===== config.mk =====
export PLATFORM = sky130hd
export DESIGN_NAME = cpu_seq_flat
export DESIGN_NICKNAME = d
export VERILOG_FILES = /design/src/rtl/cpu_seq_if.sv /design/src/rtl/cpu_seq.sv /design/src/flat_wrapper.sv
export SDC_FILE = /design/constraint.sdc
export NUM_CORES = 1
export LEC_CHECK = 0
export ABC_CLOCK_PERIOD_IN_PS = 2000
export BUFFER_PORTS_ARGS = -buffer_cell sky130_fd_sc_hd__buf_4
export CAP_MARGIN = 10
export CORE_MARGIN = 2
export CORE_UTILIZATION = 50
export CTS_BUF_LIST = sky130_fd_sc_hd__clkbuf_4
export DETAILED_ROUTE_END_ITERATION = 10
export GPL_TIMING_DRIVEN = 0
export PLACE_DENSITY = 0.86
export SKIP_LAST_GASP = 1
export SLEW_MARGIN = 20
export SYNTH_ARGS = -nofsm -noshare
export SYNTH_HDL_FRONTEND = slang
export SYNTH_SLANG_ARGS = --single-unit

===== constraint.sdc =====
create_clock -name clk -period 2 [get_ports clk]
set_input_delay 0.3 -clock clk [delete_from_list [all_inputs] [get_ports clk]]
set_output_delay 0.3 -clock clk [all_outputs]
set_load 0.01 [all_outputs]

===== src/rtl/cpu_seq_if.sv =====
`default_nettype none
// ============================================================================
//  Module      : cpu_seq_if
//  Description : Control bundle between the cpu_seq sequencer and the
//                datapath/memory side. The master drives the strobes;
//                the slave supplies the decoded instruction fields and
//                the memory handshake.
//  Revision    : 1.0 - initial release
// ============================================================================
interface cpu_seq_if;
  // Decoded instruction fields and memory handshake (datapath -> sequencer)
  logic mem_ready;
  logic is_mem;
  logic is_load;
  logic is_branch;
  logic set_flags;
  logic halt;
  logic cond_pass;

  // Control strobes (sequencer -> datapath)
  logic fetch_req;
  logic ir_we;
  logic pc_we;
  logic pc_sel_branch;
  logic cpsr_we;
  logic reg_we;
  logic mem_req;
  logic mem_we;
  logic retire;

  modport master (
    input  mem_ready, is_mem, is_load, is_branch, set_flags, halt, cond_pass,
    output fetch_req, ir_we, pc_we, pc_sel_branch, cpsr_we, reg_we,
           mem_req, mem_we, retire
  );

  modport slave (
    output mem_ready, is_mem, is_load, is_branch, set_flags, halt, cond_pass,
    input  fetch_req, ir_we, pc_we, pc_sel_branch, cpsr_we, reg_we,
           mem_req, mem_we, retire
  );
endinterface
`default_nettype wire


===== src/rtl/cpu_seq.sv =====
`default_nettype none
// ============================================================================
//  Module      : cpu_seq
//  Description : Multi-cycle instruction sequencer. Walks each instruction
//                through FETCH / DECODE / EXEC / MEM / WB / BRANCH, emits
//                the datapath strobes and counts retired instructions.
//                HALT is absorbing until reset.
//  Revision    : 1.0 - initial release
// ============================================================================
module cpu_seq #(
  parameter int CNT_W = 16
) (
  input  wire logic             clk,
  input  wire logic             nreset,
  cpu_seq_if.master             bus,
  output logic [2:0]            state,
  output logic                  halted,
  output logic [CNT_W-1:0]      instr_count
);

  localparam logic [2:0] S_FETCH  = 3'd0;
  localparam logic [2:0] S_DECODE = 3'd1;
  localparam logic [2:0] S_EXEC   = 3'd2;
  localparam logic [2:0] S_MEM    = 3'd3;
  localparam logic [2:0] S_WB     = 3'd4;
  localparam logic [2:0] S_BRANCH = 3'd5;
  localparam logic [2:0] S_HALT   = 3'd6;

  logic [2:0] cur_state;
  logic [2:0] next_state;

  // Instruction fields captured in DECODE and used through EXEC/MEM
  logic lat_is_mem;
  logic lat_is_load;
  logic lat_is_branch;
  logic lat_set_flags;

  // Ungated strobes; every one is forced low while reset is asserted
  logic fetch_req_c;
  logic ir_we_c;
  logic pc_we_c;
  logic pc_sel_c;
  logic cpsr_we_c;
  logic reg_we_c;
  logic mem_req_c;
  logic mem_we_c;
  logic retire_c;

  // State register; reset aborts any state, including a pending MEM wait
  always_ff @(posedge clk or negedge nreset) begin
    if (!nreset) begin
      cur_state <= S_FETCH;
    end else begin
      cur_state <= next_state;
    end
  end

  // Capture decoded fields during the single DECODE cycle
  always_ff @(posedge clk or negedge nreset) begin
    if (!nreset) begin
      lat_is_mem    <= 1'b0;
      lat_is_load   <= 1'b0;
      lat_is_branch <= 1'b0;
      lat_set_flags <= 1'b0;
    end else if (cur_state == S_DECODE) begin
      lat_is_mem    <= bus.is_mem;
      lat_is_load   <= bus.is_load;
      lat_is_branch <= bus.is_branch;
      lat_set_flags <= bus.set_flags;
    end
  end

  // Next-state logic; mem_ready only matters in FETCH and MEM
  always_comb begin
    next_state = cur_state;
    case (cur_state)
      S_FETCH:  if (bus.mem_ready) next_state = S_DECODE;
      S_DECODE: next_state = bus.halt ? S_HALT : S_EXEC;
      S_EXEC: begin
        if (!bus.cond_pass)   next_state = S_FETCH;
        else if (lat_is_branch) next_state = S_BRANCH;
        else if (lat_is_mem)    next_state = S_MEM;
        else                    next_state = S_WB;
      end
      S_MEM: begin
        if (bus.mem_ready) next_state = lat_is_load ? S_WB : S_FETCH;
      end
      S_WB:     next_state = S_FETCH;
      S_BRANCH: next_state = S_FETCH;
      S_HALT:   next_state = S_HALT;
      default:  next_state = S_FETCH;  // illegal code 7 recovers to FETCH
    endcase
  end

  // Output decode; retire strobes are Mealy on the leaving transition
  always_comb begin
    fetch_req_c = 1'b0;
    ir_we_c     = 1'b0;
    pc_we_c     = 1'b0;
    pc_sel_c    = 1'b0;
    cpsr_we_c   = 1'b0;
    reg_we_c    = 1'b0;
    mem_req_c   = 1'b0;
    mem_we_c    = 1'b0;
    retire_c    = 1'b0;
    case (cur_state)
      S_FETCH: begin
        fetch_req_c = 1'b1;
        ir_we_c     = bus.mem_ready;
      end
      S_EXEC: begin
        if (!bus.cond_pass) begin
          pc_we_c  = 1'b1;
          retire_c = 1'b1;
        end else begin
          cpsr_we_c = lat_set_flags;
        end
      end
      S_MEM: begin
        mem_req_c = 1'b1;
        mem_we_c  = ~lat_is_load;
        if (bus.mem_ready && !lat_is_load) begin
          pc_we_c  = 1'b1;
          retire_c = 1'b1;
        end
      end
      S_WB: begin
        reg_we_c = 1'b1;
        pc_we_c  = 1'b1;
        retire_c = 1'b1;
      end
      S_BRANCH: begin
        pc_we_c  = 1'b1;
        pc_sel_c = 1'b1;
        retire_c = 1'b1;
      end
      default: ;
    endcase
  end

  assign bus.fetch_req     = fetch_req_c & nreset;
  assign bus.ir_we         = ir_we_c     & nreset;
  assign bus.pc_we         = pc_we_c     & nreset;
  assign bus.pc_sel_branch = pc_sel_c    & nreset;
  assign bus.cpsr_we       = cpsr_we_c   & nreset;
  assign bus.reg_we        = reg_we_c    & nreset;
  assign bus.mem_req       = mem_req_c   & nreset;
  assign bus.mem_we        = mem_we_c    & nreset;
  assign bus.retire        = retire_c    & nreset;

  assign state  = cur_state;
  assign halted = (cur_state == S_HALT);

  // Retired-instruction counter; wraps naturally at 2^CNT_W
  always_ff @(posedge clk or negedge nreset) begin
    if (!nreset) begin
      instr_count <= '0;
    end else if (retire_c) begin
      instr_count <= instr_count + 1'b1;
    end
  end

endmodule
`default_nettype wire


===== src/flat_wrapper.sv =====
// flat-port wrapper written by rule: the top's interface ports become plain ports
module cpu_seq_flat 
#(
  parameter int CNT_W = 16
)
  (clk, nreset, state, halted, instr_count, bus_mem_ready, bus_is_mem, bus_is_load, bus_is_branch, bus_set_flags, bus_halt, bus_cond_pass, bus_fetch_req, bus_ir_we, bus_pc_we, bus_pc_sel_branch, bus_cpsr_we, bus_reg_we, bus_mem_req, bus_mem_we, bus_retire);
  cpu_seq_if bus_i ();
  input  wire logic clk;
  input  wire logic nreset;
  output logic [2:0] state;
  output logic halted;
  output logic [CNT_W-1:0] instr_count;
  input wire logic [$bits(bus_i.mem_ready)-1:0] bus_mem_ready;
  input wire logic [$bits(bus_i.is_mem)-1:0] bus_is_mem;
  input wire logic [$bits(bus_i.is_load)-1:0] bus_is_load;
  input wire logic [$bits(bus_i.is_branch)-1:0] bus_is_branch;
  input wire logic [$bits(bus_i.set_flags)-1:0] bus_set_flags;
  input wire logic [$bits(bus_i.halt)-1:0] bus_halt;
  input wire logic [$bits(bus_i.cond_pass)-1:0] bus_cond_pass;
  output wire logic [$bits(bus_i.fetch_req)-1:0] bus_fetch_req;
  output wire logic [$bits(bus_i.ir_we)-1:0] bus_ir_we;
  output wire logic [$bits(bus_i.pc_we)-1:0] bus_pc_we;
  output wire logic [$bits(bus_i.pc_sel_branch)-1:0] bus_pc_sel_branch;
  output wire logic [$bits(bus_i.cpsr_we)-1:0] bus_cpsr_we;
  output wire logic [$bits(bus_i.reg_we)-1:0] bus_reg_we;
  output wire logic [$bits(bus_i.mem_req)-1:0] bus_mem_req;
  output wire logic [$bits(bus_i.mem_we)-1:0] bus_mem_we;
  output wire logic [$bits(bus_i.retire)-1:0] bus_retire;
  assign bus_i.mem_ready = bus_mem_ready;
  assign bus_i.is_mem = bus_is_mem;
  assign bus_i.is_load = bus_is_load;
  assign bus_i.is_branch = bus_is_branch;
  assign bus_i.set_flags = bus_set_flags;
  assign bus_i.halt = bus_halt;
  assign bus_i.cond_pass = bus_cond_pass;
  assign bus_fetch_req = bus_i.fetch_req;
  assign bus_ir_we = bus_i.ir_we;
  assign bus_pc_we = bus_i.pc_we;
  assign bus_pc_sel_branch = bus_i.pc_sel_branch;
  assign bus_cpsr_we = bus_i.cpsr_we;
  assign bus_reg_we = bus_i.reg_we;
  assign bus_mem_req = bus_i.mem_req;
  assign bus_mem_we = bus_i.mem_we;
  assign bus_retire = bus_i.retire;
  cpu_seq #(.CNT_W(CNT_W)) u_core (.clk(clk), .nreset(nreset), .bus(bus_i), .state(state), .halted(halted), .instr_count(instr_count));
endmodule

# Yosys cells after proc, flatten, opt, wreduce, memory -nomap -nowiden
# Index checks and enable logic that the tools add are counted.
# Widths: inputs -> output; s select.
dict set report totals {
  register_bits 23
  latchBits 0
  ram_bits 0
  mem_bits_ro 0
  output_inout_bits 29
  n_memories 0
}
dict set report classes {
  n_addsub 1
  n_mul 0
  div 0
  magnitude_cmp 0
  n_eq_ne 8
  shift 0
  mux 19
  bitwise_logic 9
  n_reduce_logical 5
}
# op n
set op_table {}
lappend op_table {{$mux 3} 7}
lappend op_table {{$add 16x1->16 const B} 1}
lappend op_table {{$pmux 3 s5} 1}
lappend op_table {{$mux 1} 10}
lappend op_table {{$eq 3x3->1 const B} 3}
lappend op_table {{$and 1x1->1} 8}
lappend op_table {{$eq 3x2->1 const B} 2}
lappend op_table {{$ne 2x2->1 const B} 2}
lappend op_table {{$eq 3x1->1 const B} 1}
lappend op_table {{$logic_not 3->1} 1}
lappend op_table {{$pmux 1 s3} 1}
lappend op_table {{$reduce_and 2->1} 1}
lappend op_table {{$reduce_or 2->1} 1}
lappend op_table {{$logic_and 1x1->1} 1}
lappend op_table {{$logic_not 1->1} 1}
lappend op_table {{$not 1->1} 1}

# Logic depth before layout (Yosys ltp)
# Gate-level depths: netlist of the first run.
dict set report logic_depth {
  depth_word 5
  depth_mapped 8
}

# Least setup slack after synthesis of the first run
# OpenSTA, ideal clock, no wires.
dict set report synth_timing {
  path_kind {register to register}
  startpoint {reg u_core.cur_state[1] (netlist: u_core.state[1])}
  endpoint {reg u_core.instr_count[14]}
  setup_ps 125
  t_arrival_ps 1789
  path_slack_ps 86
  stages_incl_launch_ff 9
  path_buffers 2
  synth_period_minus_slack_ps 1914
  cell_sequence {dfrtp_1 -> buf_6 -> inv_1 -> ha_1 -> buf_2 -> nand3b_1 -> nor3_1 -> nand4_1 -> xnor2_1}
}
dict set report synth_via {
  elab_chain_len 3
  elab_cells_between_ends 6
}
# element line_no
set synth_rtl {}
lappend synth_rtl {{from (decl)} cpu_seq.sv:29} ;# logic [2:0] cur_state;
lappend synth_rtl {{from (signal assigned)} cpu_seq.sv:54} ;# cur_state <= next_state;
lappend synth_rtl {{$eq 3x3->1} cpu_seq.sv:106} ;# case (cur_state)
lappend synth_rtl {{$reduce_or 2->1 (no source line)} -}
lappend synth_rtl {{$pmux 1 s3 *} cpu_seq.sv:106}
lappend synth_rtl {{to (signal assigned)} cpu_seq.sv:159} ;# instr_count <= instr_count + 1'b1;
lappend synth_rtl {{to (decl)} cpu_seq.sv:18} ;# output logic [CNT_W-1:0] instr_count
# Every way passes the cells marked *; elsewhere a longest branch is shown, timed or not.
# A chain may end at the register's enable or synchronous reset.

# Worst setup path after layout of the first run
dict set report layout_timing {
  startpoint {reg u_core.cur_state[2] (netlist: u_core.state[2])}
  endpoint {out bus_ir_we}
}
dict set report layout_via {
  elab_chain_len 3
}
# element line_no
set layout_rtl {}
lappend layout_rtl {{$logic_not 3->1} cpu_seq.sv:106}
lappend layout_rtl {{$mux 1} cpu_seq.sv:106}
lappend layout_rtl {{$and 1x1->1} cpu_seq.sv:142} ;# assign bus.ir_we = ir_we_c & nreset;
lappend layout_rtl {{to (decl)} flat_wrapper.sv:21} ;# output wire logic [$bits(bus_i.ir_we)-1:0] bus_ir_we;
# Every way passes these cells.

==> flow_metrics.tcl, run 1 <==
set metrics [dict create \
    die-width_um 54.3 \
    switching_share_pct 39.6 \
    antenna_found_initial 0 \
    r2r-end "u_core.instr_count[15]$_DFFE_PN0P_" \
    grt_pass1_vias 998 \
    rows 18 \
    status "completed" \
    grt_overflow 0 \
    p_clk_share_pct 11.4 \
    yosysWarningCount 0 \
    min_period_ns 1.97 \
    io_buffers 37 \
    core_sq_um 2430 \
    critical_path_class "register to output port" \
    track_usage_pct 23.0 \
    grt_setup_unrepaired "true" \
    routedWlPerCell_um 15.6 \
    io_pins 38 \
    area_delta_synth_final_pct 35.8 \
    r2r_cells 7 \
    drt_iter0_drc 32 \
    relSlewSlack_pct 67.3 \
    syn-num-nets 126 \
    drt_wl_total_um 3020 \
    place_congestion 0.859 \
    grt_pass1_wl_um 4710 \
    drv_slew 0 \
    cts_root_buffer "clkbuf_4" \
    cts_tree "yes" \
    die_h_um 54.3 \
    initial_utilization_pct 52.0 \
    cap_violations 0 \
    synth.ff_latch_count 23 \
    critPathBufInv 2 \
    p_int_mw 1.20 \
    vias_per_cell 5.58 \
    hp-class "input port to async pin" \
    r2r_start "u_core.state[1]$_DFFE_PN0P_" \
    syn_area_per_cell_sq_um 11.0 \
    skew_ns 0.000776 \
    worstMarginPinSlew_ns 0.491 \
    pre_cts_ws_ns -0.108 \
    cp.required_ns 1.70 \
    htree_levels 1 \
    crit_slowest_cell "dfrtp_2" \
    clkSinkCount 23 \
    numCtsBuffers 3 \
    crit_path_max_incr_delay_ns 0.50 \
    cp_cell_sequence "clkbuf_2 > nand2b_1 > nor3_2 > and2_1 > buf_4" \
    fin_nets 176 \
    synth_area_sq_um 1260 \
    setup_violations 0 \
    crit_family "simple AND/OR/NAND/NOR gates" \
    n_antenna_cell 0 \
    grt_max_degree 24 \
    tns_ns 0 \
    p_per_area_nw_per_um2 1150 \
    cts.path.max_buffers 2 \
    syn-instance-count 115 \
    finalWorstSetupSlack_ns 0.0318 \
    r2r_setup_slack_ns 0.19 \
    crit_path_start_kind "register" \
    power_frac_comb_pct 52.6 \
    max_freq_mhz 508 \
    crit_path_start "u_core.state[2]$_DFFE_PN0P_" \
    pwr-share-seq_pct 36.0 \
    path_max_fanout 10 \
    hold_viol 0 \
    via_count 1082 \
    detailed_place_hpwl_um 1980 \
    cp.arrival_ns 1.67 \
    firstDrtPassIters 4 \
    async_reset_ff_share_pct 100 \
    ir_worst_vdd_mv 0.996 \
    end_kind "output port" \
    die-area_sq_um 2950 \
    insertion_delay_ns 0.30 \
    min_period_over_period_pct 98.4 \
    synth_edf_count 0 \
    power.switching_mw 0.784 \
    drc 0 \
    postRouteAntennaNets 0 \
    synth_cell_types 37 \
    p_leak_nw 0.828 \
    clkSlewWorstSetupHoldPaths_ns 0.12 \
    drive_above_1_share_pct 45.7 \
    synthFlopType "dfrtp_1" \
    ys_seq_area_share_pct 45.5 \
]
-- logic make-up (layout without fill, tap and decap cells) --
logic type      count (synthesis)  in the layout  share of synthesized area [%]
simple gates                   50             50                           26.2
xor+xnor                       15             15                           10.4
compound gates                 12             12                           7.62
flops                          23             23                           45.5
buf+inv                         8             57                           3.47
fa+ha+maj                       2              2                           1.98
mux                             5              5                           4.75
-- per-stage QoR --
stage / hold WS (ns) / std cells / utilization (%) / power (mW) / area, sq um
floorplan: 0.00441 / 115 / - / 1.25 / 1260
global placement: 0.213 / 182 / 64.9 / 1.51 / 1580
detailed placement: 0.218 / 182 / 64.9 / 1.54 / 1580
CTS: 0.218 / 191 / 69.2 / 1.90 / 1680
global route: 0.103 / 194 / 70.6 / 2.11 / 1720
finish: 0.0715 / 194 / 70.6 / 1.98 / 1720
-- worst max path at each step --
| stage | end | slack, ns | cells after the start |
|---|---|---|---|
| 4_1_cts | bus_ir_we | 0.03 | 5 |
| 3_5_place_dp | u_core.instr_count[14]$_DFFE_PN0P_ | -0.11 | 8 |
| 2_1_floorplan | u_core.instr_count[14]$_DFFE_PN0P_ | 0.09 | 8 |
| 5_1_grt | bus_ir_we | -0.04 | 5 |
| 6_report | bus_ir_we | 0.03 | 5 |
| 3_3_place_gp | u_core.instr_count[14]$_DFFE_PN0P_ | -0.06 | 8 |
-- registers in the layout, indices dropped and copies added, names as in the netlist --
register,count
u_core.lat_set_flags,1
u_core.lat_is_branch,1
u_core.lat_is_mem,1
u_core.state,3
u_core.instr_count,16
u_core.lat_is_load,1
-- placed cells by master, fill, tap and decap left out, types with 2 or more instances in the layout --
master and count:
nand3_1 3, xnor2_1 7, mux2_2 4, a221oi_1 2, nand2_1 8, nor3_1 5, nor2_1 6, clkbuf_4 4
nor4b_2 3, nand3b_1 2, buf_6 2, and3_1 3, and2_4 2, o21ai_0 3, dfrtp_1 22, buf_2 2
nand4_1 6, xor2_1 8, and2_1 2, buf_4 45, nor3_2 2, nand2b_1 2, inv_1 2
-- power groups by stage --
stage | sequential, mW | clock [mW] | combinational (mW)
6_report | 0.712 | 0.225 | 1.04
5_1_grt | 0.732 | 0.256 | 1.12
4_1_cts | 0.700 | 0.231 | 0.967
3_5_place_dp | 0.703 | 0 | 0.834
3_3_place_gp | 0.697 | 0 | 0.808
2_1_floorplan | 0.708 | 0 | 0.545
-- Yosys cell counts, types with 2 or more instances --
cell type	n	share of area, %
o21ai_0	3	1.2
nand2b_1	2	0.99
a221oi_1	2	1.4
nor3_1	7	2.8
nand3_1	3	1.2
nor2_1	6	1.8
nor4b_2	3	3.6
dfrtp_1	23	46
and2_1	3	1.5
ha_1	2	2.0
nand4_1	6	3.0
buf_2	2	0.79
nand3b_1	2	1.2
inv_1	3	0.89
nand2_1	8	2.4
xor2_1	8	5.5
mux2_2	4	3.6
xnor2_1	7	4.9
and3_1	3	1.5
-- layout make-up --
cell class	count	area, sq um
multi-input combinational	84	681
fill	174	716
sequential	23	577
buffer	3	21.3
inverter	3	16.3
clock buffer	4	30.0
tap	30	37.5
timing repair buffer	47	354
-- routing by layer --
| metal | global-route usage (%) | vias to the layer above | part of all wire [%] |
|---|---|---|---|
| li1 | - | 508 | - |
| met1 | 28.3 | 538 | 43 |
| met2 | 37.6 | 28 | 50 |
| met3 | 3.83 | 8 | 3.5 |
| met4 | 13.8 | 0 | 3.2 |
| met5 | 0 | - | 0 |
-- timing repair --
item | CTS | global route
hold buffers | 1 | 0
hold endpoints to repair | 23 | 0
pin swaps | 2 | 3
setup endpoints to repair | 9 | 4
setup buffers | 6 | 3
gates resized for setup | 10 | 3
No activity file was read; power rests on OpenSTA's default activity.
==> inputs of run 2 (changes only) <==
--- a/constraint.sdc
+++ b/constraint.sdc
@@ -3,2 +3,2 @@
 set_output_delay 0.3 -clock clk [all_outputs]
-set_load 0.01 [all_outputs]
+set_load 0.05 [all_outputs]
==> run 2 against run 1 <==
The run now ends with setup timing left. Sequential power increased by 0.8%. Core utilization increased by 3.0 points. Clock skew increased by 0.0051 ns. Critical endpoint unchanged. Largest cell class unchanged. Largest power group unchanged. Highest routed layer unchanged.
==> flow_metrics.tcl, run 2 (same netlist as run 1, synthesis figures left out) <==
set metrics [dict create \
    cp.required_ns 1.70 \
    track_usage_pct 20.1 \
    numCtsBuffers 3 \
    grt_pass1_vias 960 \
    drc 0 \
    grt_overflow 0 \
    largest_reg_flops 16 \
    grt_max_degree 24 \
    path_max_fanout 10 \
    n_antenna_cell 0 \
    p_per_area_nw_per_um2 1290 \
    io_pins 38 \
    hp-class "input port to async pin" \
    pre_cts_ws_ns 0.00684 \
    die-area_sq_um 2950 \
    core_sq_um 2430 \
    critical_path_class "register to output port" \
    routedWlPerCell_um 14.8 \
    finalWorstSetupSlack_ns -0.0837 \
    largest_register "u_core.instr_count" \
    die_h_um 54.3 \
    p_leak_nw 0.863 \
    crit_slowest_cell "dfrtp_4" \
    via_count 1071 \
    mostFrequentLayoutCells "41 x buf_4, 20 x dfrtp_1, 8 x nand2_1, 8 x xor2_1, 7 x xnor2_1" \
    hold_viol 0 \
    cp_cell_sequence "buf_4 > clkbuf_8 > nand2b_4 > nor3_4 > and2_4 > buf_8" \
    insertion_delay_ns 0.31 \
    cp.arrival_ns 1.78 \
    cts_root_buffer "clkbuf_4" \
    grt_setup_unrepaired "true" \
    io_buffers 37 \
    clkSinkCount 23 \
    crit_path_max_incr_delay_ns 0.55 \
    violations "setup timing" \
    detailed_place_hpwl_um 1920 \
    drt_iter0_drc 17 \
    postRouteAntennaNets 0 \
    rows 18 \
    cap_violations 0 \
    worstMarginPinSlew_ns 0.508 \
    layout_commonest_cell "buf_4" \
    firstDrtPassIters 4 \
    place_congestion 0.864 \
    area_delta_synth_final_pct 41.6 \
    htree_levels 1 \
    cts_tree "yes" \
    place_inst 182 \
    vias_per_cell 5.55 \
    max_freq_mhz 480 \
    postLayoutCoreUtil_pct 73.6 \
    drv_slew 0 \
    antenna_found_initial 0 \
    min_period_ns 2.08 \
    drt_wl_total_um 2850 \
    setup_violations 4 \
    ir_worst_vdd_mv 1.16 \
    crit_path_start_kind "register" \
    status "finished, violations left" \
    die-width_um 54.3 \
    crit_family "flip-flops" \
    clkSlewWorstSetupHoldPaths_ns 0.13 \
    skew_ns 0.00589 \
    stdcell_count 193 \
    placed_cell_area_sq_um 1660 \
    drive_above_1_share_pct 49.7 \
    end_kind "output port" \
    grt_pass1_wl_um 4270 \
    relSlewSlack_pct 66.2 \
    fin_nets 175 \
    initial_utilization_pct 52.0 \
    cts.path.max_buffers 2 \
    final_area_sq_um 1790 \
    min_period_over_period_pct 104 \
    critPathBufInv 3 \
]
==> run 2: cell count changes in the layout (fill, tap and decap cells not counted), sizes merged <==
cell and delta:
buf -1
==> run 2: layout make-up <==
class                   instances  area (sq um)
plain buffers                   4          45.0
clock buffers                   4          30.0
fillers                       160           643
inverters                       3          13.8
multi-input cells              84           727
flip-flops and latches         23           582
well taps                      30          37.5
repair buffers                 45           354
==> run 2: report_power, final <==
group          total [mW]  switching [mW]  leakage, nW  internal, mW
Clock               0.232           0.141       0.0184        0.0915
Combinational        1.36           0.797        0.546         0.566
Sequential          0.718           0.141        0.299         0.577
==> run 2: per-layer routing <==
layer / track usage [%] / up-vias / wire length [um]
li1: - / 508 / -
met1: 25.8 / 543 / 1250
met2: 34.5 / 18 / 1490
met3: 4.10 / 2 / 88
met4: 5.00 / 0 / 16
met5: 0 / - / 0
==> run 2: worst reg2reg max path, delay by kind of cell (launching register included) <==
family / cells / cell delay, ns
flops: 1 / 0.44
simple gates: 3 / 0.69
xor+xnor: 1 / 0.16
buf+inv: 2 / 0.20
fa+ha+maj: 1 / 0.23
==> run 2: per-stage QoR <==
step	hold slack, ns	setup TNS [ns]	power, mW
floorplan	0.00441	-0.288	1.65
global placement	0.227	0	1.91
detailed placement	0.231	0	1.95
CTS	0.213	-0.148	2.28
global route	0.135	-0.625	2.46
finish	0.101	-0.225	2.31
==> run 2: worst paths after layout <==
path	cells past startpoint	startpoint	slack (ns)	end
max	6	u_core.state[2]$_DFFE_PN0P_	-0.08	bus_ir_we
min	2	nreset	0.10	u_core.instr_count[13]$_DFFE_PN0P_
max reg2reg	7	u_core.state[1]$_DFFE_PN0P_	0.18	u_core.instr_count[15]$_DFFE_PN0P_
min reg2reg	1	u_core.instr_count[15]$_DFFE_PN0P_	0.48	u_core.instr_count[15]$_DFFE_PN0P_
max in group asynchronous	2	nreset	1.51	u_core.state[2]$_DFFE_PN0P_
min in group clk	2	bus_is_load	0.21	u_core.lat_is_load$_DFFE_PN0N_
==> run 2: timing repair <==
action	CTS	global route
buffers inserted	4	3
hold endpoints to repair	23	0
hold buffers	1	0
pin swaps	4	7
setup endpoints to repair	5	5
resized for setup	8	3
==> inputs of run 3 (changes only) <==
Settings changed: CORE_UTILIZATION 50 to 53, PLACE_DENSITY 0.86 to 0.9.
==> run 3 against run 2 <==
The run still ends with setup timing left. Via count rose by 0.37%. Total power fell by 0.22%. Final area rose by 0.14%. Wire length rose by 6.0%. Clock power fell by 4%. First-iteration DRC count rose by 47%. Clock-buffer cell count did not move. Highest routed layer unchanged.
==> flow_metrics.tcl, run 3 (same netlist as run 1, synthesis figures left out) <==
set metrics [dict create \
    cts_tree "yes" \
    routedWlPerCell_um 15.6 \
    cap_violations 0 \
    area_delta_synth_final_pct 41.8 \
    min_period_ns 2.06 \
    largest_reg_flops 16 \
    postRouteAntennaNets 0 \
    crit_path_start "u_core.state[2]$_DFFE_PN0P_" \
    htree_levels 1 \
    cts.path.max_buffers 2 \
    finalWorstSetupSlack_ns -0.0566 \
    rows 17 \
    n_antenna_cell 0 \
    drive_above_1_share_pct 50.6 \
    grt_setup_unrepaired "true" \
    drt_wl_total_um 3030 \
    hp-class "input port to async pin" \
    cts_root_buffer "clkbuf_4" \
    initial_utilization_pct 56.6 \
    critical_path_class "register to output port" \
    mostFrequentLayoutCells "46 x buf_4, 20 x dfrtp_1, 8 x nand2_1, 8 x xor2_1, 7 x xnor2_1" \
    io_pins 38 \
    layout_commonest_cell "buf_4" \
    insertion_delay_ns 0.30 \
    cp.required_ns 1.70 \
    drt_iter0_drc 25 \
    cp_cell_sequence "nor4b_4 > a211oi_4 > nor2_4 > and2_4 > buf_6 > buf_8" \
    die_h_um 52.8 \
    worstMarginPinSlew_ns 0.526 \
    track_usage_pct 23.5 \
    cp.arrival_ns 1.76 \
    clkSinkCount 23 \
    vias_per_cell 5.54 \
    p_per_area_nw_per_um2 1290 \
    stdcell_count 194 \
    max_freq_mhz 486 \
    place_congestion 0.824 \
    firstDrtPassIters 4 \
    io_buffers 37 \
    crit_path_start_kind "register" \
    grt_overflow 0 \
    status "finished, violations left" \
    setup_violations 2 \
    hold_viol 0 \
    skew_ns 0.00325 \
    antenna_found_initial 0 \
    crit_path_max_incr_delay_ns 0.55 \
    detailed_place_hpwl_um 2160 \
    clkSlewWorstSetupHoldPaths_ns 0.12 \
    die-width_um 52.8 \
    crit_slowest_cell "dfrtp_4" \
    relSlewSlack_pct 64.9 \
    path_max_fanout 5 \
    die-area_sq_um 2790 \
    grt_pass1_vias 985 \
    grt_max_degree 24 \
    drv_slew 0 \
    drc 0 \
    numCtsBuffers 3 \
    core_sq_um 2230 \
    p_leak_nw 0.870 \
    grt_pass1_wl_um 4750 \
    r2r_start "u_core.state[2]$_DFFE_PN0P_" \
    place_inst 180 \
    min_period_over_period_pct 103 \
    via_count 1075 \
    fin_nets 178 \
    violations "setup timing" \
    ir_worst_vdd_mv 0.999 \
    whs_ns 0.112 \
    end_kind "output port" \
    largest_register "u_core.instr_count" \
]
[run 3: changes by cell type in the layout (fill, tap and decap cells not counted)]
cell / before / now
nor3_2: 3 / 4
buf_6: 2 / 1
buf_4: 41 / 46
buf_8: 3 / 2
nor3_4: 2 / 1
[run 3: worst max-delay path: cells and delay by family (launching register included)]
kind                   cells  cell delay (ns)
AOI/OAI and AO/OA          1             0.09
DFF                        1             0.55
buffers and inverters      2             0.22
and+or+nand+nor            3             0.59
[run 3: timing repair]
item                                    in CTS  in global routing
endpoints found under the setup margin       5                  6
resized for setup                            7                  1
buffers inserted                             4                  7
pin swaps                                    4                  9
hold buffers                                 1                  0
hold endpoints to repair                    23                  0
[run 3: final cells by class]
type,count,area [sq um]
Buffer,3,30.0
Clock buffer,4,30.0
Fill cell,135,442
Inverter,3,13.8
Multi-Input combinational cell,84,721
Sequential cell,23,582
Tap cell,28,35.0
Timing Repair Buffer,49,380
[run 3: where the power goes]
part           internal [mW]  switching [mW]  total [mW]  leakage, nW
registers              0.578           0.151       0.728        0.299
logic                  0.573           0.784        1.36        0.553
clock network         0.0914           0.132       0.223       0.0184
total                   1.24            1.07        2.31        0.870
[run 3: metal layers]
metal / part of all wire (%) / vias to the layer above / track usage, % / wire [um]
met1: 40 / 517 / 31.1 / 1210
li1: - / 512 / - / -
met2: 54 / 42 / 39.2 / 1630
met4: 0.96 / 0 / 5.98 / 29
met5: 0 / - / 0 / 0
met3: 5.4 / 4 / 4.86 / 162
[run 3: stage by stage]
step / TNS, ns / utilization (%) / worst slack [ns] / instance area [sq um] / total power [mW]
after floorplan: -0.288 / - / -0.0697 / 1350 / 1.65
after global placement: 0 / 74.3 / 0.0633 / 1660 / 1.91
after detailed placement: -0.0628 / 74.3 / -0.0479 / 1660 / 1.95
after CTS: -0.157 / 79.0 / -0.0941 / 1770 / 2.26
after global routing: -0.231 / 80.2 / -0.129 / 1790 / 2.44
final: -0.0861 / 80.2 / -0.0566 / 1790 / 2.31
[run 3: worst paths after layout]
check	endpoint	slack, ns	cells past startpoint
min in group clk	u_core.state[0]$_DFFE_PN0P_	0.22	2
worst max-delay path	bus_retire	-0.06	6
worst max register to register	u_core.instr_count[13]$_DFFE_PN0P_	0.14	5
max in group asynchronous	u_core.state[2]$_DFFE_PN0P_	1.49	2
worst min register to register	u_core.instr_count[15]$_DFFE_PN0P_	0.50	1
worst min-delay path	u_core.state[1]$_DFFE_PN0P_	0.11	2
